--- config.mk ---
export PLATFORM = sky130hd
export DESIGN_NAME = cory_source
export DESIGN_NICKNAME = d
export VERILOG_FILES = /design/src/rtl/cory_source.sv
export SDC_FILE = /design/constraint.sdc
export NUM_CORES = 1
export LEC_CHECK = 0
export ABC_AREA = 0
export CORE_MARGIN = 5
export CORE_UTILIZATION = 45
export CTS_CLUSTER_SIZE = 12
export DETAILED_ROUTE_END_ITERATION = 12
export PLACE_DENSITY = 0.83
export SLEW_MARGIN = 10
export SYNTH_ARGS = -nofsm -noshare
export SYNTH_HDL_FRONTEND = slang
export SYNTH_SLANG_ARGS = --single-unit
--- constraint.sdc ---
create_clock -name clk -period 3.8 [get_ports clk]
set_input_delay 0.76 -clock clk [delete_from_list [all_inputs] [get_ports clk]]
set_output_delay 0.76 -clock clk [all_outputs]
set_load 0.05 [all_outputs]
--- src/rtl/cory_source.sv ---
// cory_source -- burst data source with a valid/ready handshake toward a sink.
//
// A burst is launched from IDLE by i_start. It then presents i_num words,
// starting at i_seed. Each following word is either the previous word plus one
// (i_mode=0) or a one-bit left-shift LFSR step of it (i_mode=1). After the last
// transfer the block spends one cycle in DONE, pulsing o_done, and then returns
// to IDLE. Every output is registered, so o_v and o_d never depend
// combinationally on i_r.
//
// Optional feature: define CORY_SOURCE_THROTTLE_EN to enable random idle
// insertion. An 8-bit LFSR (x^8+x^6+x^5+x^4+1) holds o_v low at a
// presentation point while lfsr < i_throttle. Without the macro, i_throttle is
// ignored.
//
// Parameters:
//   N  data width in bits (N >= 2)
//   W  transfer-count width in bits
// Ports:
//   clk         clock, rising edge
//   reset       synchronous active-high reset
//   i_start     start a burst (sampled only in IDLE)
//   i_num       burst length, sampled with i_start (0 -> straight to DONE)
//   i_seed      first data word, sampled with i_start
//   i_mode      data pattern: 0 increment, 1 LFSR
//   i_throttle  idle-insertion threshold (throttle build only)
//   o_v / o_d   valid / data toward the sink
//   i_r         ready from the sink; transfer = o_v & i_r at a rising edge
//   o_busy      high while sending
//   o_done      one-cycle pulse at burst end
module cory_source #(
    parameter int N = 64,
    parameter int W = 16
) (
    input  logic         clk,
    input  logic         reset,
    input  logic         i_start,
    input  logic [W-1:0] i_num,
    input  logic [N-1:0] i_seed,
    input  logic         i_mode,
    input  logic [7:0]   i_throttle,
    output logic         o_v,
    output logic [N-1:0] o_d,
    input  logic         i_r,
    output logic         o_busy,
    output logic         o_done
);

    localparam logic [1:0] IDLE = 2'd0;
    localparam logic [1:0] SEND = 2'd1;
    localparam logic [1:0] DONE = 2'd2;

    logic [1:0]   state;
    logic [W-1:0] count;
    logic [W-1:0] num;
    logic         mode;

    // High when a word may be presented at the current presentation point.
    logic present;

`ifdef CORY_SOURCE_THROTTLE_EN
    logic [7:0] lfsr;
    logic       lfsr_fb;

    always_comb lfsr_fb = lfsr[7] ^ lfsr[5] ^ lfsr[4] ^ lfsr[3];
    always_comb present = (lfsr >= i_throttle);

    always_ff @(posedge clk) begin
        if (reset) lfsr <= 8'hA5;
        else       lfsr <= {lfsr[6:0], lfsr_fb};
    end
`else
    logic unused_throttle;

    always_comb present = 1'b1;
    always_comb unused_throttle = ^i_throttle;
`endif

    function automatic logic [N-1:0] next_word(input logic [N-1:0] d, input logic m);
        if (m) return {d[N-2:0], d[N-1] ^ d[N-2]};
        else   return d + N'(1);
    endfunction

    always_ff @(posedge clk) begin
        if (reset) begin
            state  <= IDLE;
            o_v    <= 1'b0;
            o_d    <= '0;
            o_busy <= 1'b0;
            o_done <= 1'b0;
            count  <= '0;
            num    <= '0;
            mode   <= 1'b0;
        end else begin
            case (state)
                IDLE: begin
                    o_done <= 1'b0;
                    if (i_start) begin
                        if (i_num != '0) begin
                            state  <= SEND;
                            o_busy <= 1'b1;
                            o_d    <= i_seed;
                            count  <= '0;
                            num    <= i_num;
                            mode   <= i_mode;
                            o_v    <= present;
                        end else begin
                            state  <= DONE;
                            o_done <= 1'b1;
                        end
                    end
                end
                SEND: begin
                    if (o_v && i_r) begin
                        if (count == num - W'(1)) begin
                            o_v    <= 1'b0;
                            o_busy <= 1'b0;
                            o_done <= 1'b1;
                            state  <= DONE;
                        end else begin
                            count <= count + W'(1);
                            o_d   <= next_word(o_d, mode);
                            o_v   <= present;
                        end
                    end else if (!o_v) begin
                        // A held-back word keeps retrying; a presented word is never withdrawn.
                        o_v <= present;
                    end
                end
                DONE: begin
                    o_done <= 1'b0;
                    state  <= IDLE;
                end
                default: begin
                    state  <= IDLE;
                    o_v    <= 1'b0;
                    o_busy <= 1'b0;
                    o_done <= 1'b0;
                end
            endcase
        end
    end

endmodule

**After elaboration in Yosys (flattened, before gate mapping)**

Index checks and enable logic that the tools add are counted.

- Flip-flop bits (word level): 102
- Bits in latches: 0
- RAM bits: 0
- Memory bits (read-only): 0
- Input bits: 93
- Output and inout port bits: 67
- Logic and storage cells: 60
- Memories: 0

- Add/subtract/negate cells: 3
- $mul: 0
- Divide/modulo/power cells: 0
- $lt $le $gt $ge: 0
- Equality and inequality tests: 8
- Shift-type cells: 0
- Muxes and demuxes: 29
- Bitwise gates (word level): 2
- Reduce and logical (&&, ||, !) cells: 10

Operator list:

| cell | count |
|---|---|
| $mux 64 | 5 |
| $pmux 64 s2 | 1 |
| $add 64x1->64 const B | 1 |
| $mux 16 | 4 |
| $pmux 16 s2 | 1 |
| $add 16x1->16 const B | 1 |
| $eq 16x16->1 | 1 |
| $reduce_bool 16->1 | 1 |
| $sub 16x1->16 const B | 1 |
| $mux 1 | 10 |
| $ne 2x2->1 const B | 5 |
| $reduce_and 5->1 | 2 |
| $reduce_and 3->1 | 3 |
| $mux 2 | 4 |
| $pmux 1 s3 | 2 |
| $pmux 2 s2 | 1 |
| $eq 2x1->1 const B | 1 |
| $eq 2x2->1 const B | 1 |
| $logic_not 2->1 | 1 |
| $pmux 1 s2 | 1 |
| $reduce_and 2->1 | 1 |
| $reduce_bool 2->1 | 1 |
| $logic_and 1x1->1 | 1 |
| $not 1->1 | 1 |
| $xor 1x1->1 | 1 |

**Logic depth before layout (Yosys ltp)**

- Word-level depth: 5
- Mapped depth: 12
- Mapped depth without buffers: 9

**Least setup slack after synthesis**

Ideal clock, no wire load.

- Path kind: input -> register
- Start: input port i_num[7]
- End: register o_d[17]
- Setup time: 117 ps
- Arrival time: 2984 ps
- Data required time: 3683 ps
- Setup slack: 699 ps
- Stages: 8
- Buffers on the path: 2
- Path through: or4_4 -> o41ai_4 -> nor2_1 -> a2111o_1 -> o41a_1 -> buf_6 -> buf_2 -> a32o_1

- Cells in the longest elaborated chain, start to end: 3

Ends and longest elaborated chain:

| what | line | text |
|---|---|---|
| start: declaration | 37 | `input logic [W-1:0] i_num,` |
| $reduce_bool 16->1 | 98 | `if (i_num != '0) begin` |
| $ne 2x2->1 (no source line) | n/a |  |
| $reduce_and 5->1 (no source line) | n/a |  |
| end signal: assignment | 101 | `o_d <= i_seed;` |
| end signal: assignment | 121 | `o_d <= next_word(o_d, mode);` |
| end: declaration | 42 | `output logic [N-1:0] o_d,` |

Every way passes these cells.
A chain may end at the register's enable or synchronous reset.

**Final worst setup path**

- Start: input port i_num[8]
- End: register o_d[50]

The elaborated chain is that of the path after synthesis.

==> run summary <==
status: completed
total core area: 15900 um^2
switching share of power: 0.382
Comb pwr share: 0.355
Min-Delay Path Class: flop to flop
final setup fails: 0
Yosys warning total: 0
TritonRoute pass-1 iters: 5
critical path type: input port to flop
Total Power: 3480 uW
area taken by flip-flops and latches: 2040 um^2
share of layout cells above drive strength 1: 0.0838
Clk pwr share: 0.264
vias: 7983
final WL: 23400 um
post-CTS sizing: 0
placed wire-length estimate: 16400 um
Synth Cell Area: 7350 um^2
crit-path leading delay family: compound AO/OA/AOI/OAI gates
largest net degree at the start of global routing: 96
Mapped Cells: 965
initial antenna violation count: 1
CP arrival: 3.67 ns
Nets: 1167
# H-tree levels: 3
crit path buf inv count: 2
IO Pins: 160
CP Depth: 9
Antenna Cells: 0
vias in the first global route: 7287
Max stage delay on crit path: 0.56 ns
initial core utilization: 0.461
Clock Skews: 0.0145 ns
I/O Buffers: 151
DRT iter0 DRCs: 760
CTS tree: yes
Avg Cell Area, Syn: 7.61 um^2
leakage: 0.00310 uW
Cell Rows: 46
unique cell type count in the Yosys netlist: 72
drt wl/cell: 18.1 um
period utilization: 0.891
reg2reg path depth: 10
Clock Path Buffers: 2
synthesized flop and latch total: 102
Synth Net Count: 1061
CP startpoint kind: input port
RSZ-0062 raised after global routing: false
Final GP Congestion: 0.892
Pint: 2150 uW
final hold viol count: 0
most frequent cells in the layout: 150 x clkdlybuf4s50_1, 114 x nand2_1, 107 x nor2_1, 101 x dfxtp_1, 78 x a21oi_1
pins over their slew limit: 0
Max FO, Critical Path: 27
Critical-path top delay cell: or4_4
CTS Hold Bufs: 0
Max transition margin: 0.302
Die Y: 138 um
Req. time, crit path: 4.08 ns
sequential area share after synthesis: 0.278
Worst-Margin Slew: 1.05 ns
area of the multi-input gates: 4930 um^2
clk slew on worst S/H paths: 0.07 ns
Filler cells: 1448
Root Buffer: clkbuf_16
Final ANT Viol Nets: 0
remaining design rule violation count: 0
setup_tns: 0 ns
top_reg_cell synth: dfxtp_1
first-pass GRT wire length: 37200 um
Critical Path Sink Type: flop
number of synthesized flops with an enable pin: 0
die width: 138 um
total track usage: 0.243
Clk Latency, worst-skew pair: 0.36 ns
Flop pwr share: 0.381
via/cell ratio: 6.19
fin crit period: 3.39 ns
# Post-CTS Setup Buffers: 0
grt ovf: 0
hold depth: 1
CP cell instances: clkdlybuf4s50_1 > or4_4 > o41ai_4 > nor2_1 > a2111o_1 > o41a_2 > buf_12 > and3_1 > nor4_2
Layout Area Growth over Synthesis: 26.3%
fmax: 295 MHz
total net switching power: 1330 uW
CTS Sinks: 102
pwr/cell area: 376 nW/um^2
VDD IR max: 0.000231 V
Num CTS Buffers: 9
max_cap viols: 0
async set-reset flop share out of synthesis: 0
Die Footprint: 19000 um^2
most common cell after layout, fill and taps aside: clkdlybuf4s50_1
metrics by stage:
stage	setup WS (ns)	utilization	hold WS [ns]	cells	area (um^2)
after floorplan	0.699	-	0.468	965	7350
after global placement	0.0521	0.565	0.453	1276	9000
after detailed placement	0.0329	0.565	0.472	1276	9000
after CTS	0.405	0.582	0.486	1290	9280
after global routing	0.292	0.582	0.513	1290	9280
final	0.413	0.582	0.479	1290	9280
Yosys cell counts (8+ instances only):
cell	number	share of area
buf_2	10	0.0068
or3_1	10	0.0085
a311oi_2	18	0.037
nand4_1	17	0.014
o311ai_0	9	0.011
or4_1	11	0.011
nor4_1	21	0.018
a31oi_1	16	0.014
nand2_1	114	0.058
nand2b_1	8	0.0068
and2_1	8	0.0068
a211o_1	15	0.018
and3_1	17	0.014
dfxtp_1	102	0.28
a211oi_2	15	0.026
xor2_1	9	0.011
o211ai_1	22	0.022
xnor2_1	20	0.024
a211oi_1	11	0.011
inv_1	16	0.0082
nand3_1	32	0.022
clkbuf_1	58	0.030
mux2i_1	34	0.046
o21ai_0	48	0.033
nor2_1	108	0.055
a21oi_1	78	0.053
nor3_1	26	0.018
path summary, 6_finish.rpt:
path,startpoint,end,slack [ns]
max,i_num[8],o_d[50]$_SDFFE_PP0P_,0.41
min,o_done$_SDFFE_PP0P_,o_done$_SDFFE_PP0P_,0.48
max reg2reg,num[0]$_SDFFE_PP0P_,o_d[50]$_SDFFE_PP0P_,0.45
min reg2reg,o_done$_SDFFE_PP0P_,o_done$_SDFFE_PP0P_,0.48
logic make-up after synthesis:
group	synth area share
buffers and inverters	0.0533
and+or+nand+nor	0.272
muxes	0.0479
DFF	0.278
AOI/OAI and AO/OA	0.309
xor gates and xnor gates	0.0346
adders and majority gates	0.00511
power groups by stage:
stage	clock network, uW	registers, uW	logic, uW
6_report	920	1330	1240
3_3_place_gp	0	1340	1210
2_1_floorplan	0	1560	603
3_5_place_dp	0	1350	1230
5_1_grt	975	1350	1320
4_1_cts	932	1320	1230
layout make-up:
type                    count  share of cell area
repair buffers            171               0.183
clock buffers              12              0.0255
inverters                  16             0.00648
well taps                 216              0.0291
multi-input cells         771               0.532
flip-flops and latches    102               0.220
clock inverters             2             0.00378
routing by layer:
layer	track usage	wire [um]	vias up
met4	0.0730	599	2
met3	0.0727	2190	65
met5	0	13	-
met2	0.392	10900	359
met1	0.313	9640	3716
li1	-	-	3841
sequential cells by signal (all words and copies together), names as in the netlist:
register	flops
o_busy	1
mode	1
num	16
o_v	1
o_done	1
o_d	64
count	16
state	2
Power figures use the tool's default switching activity.
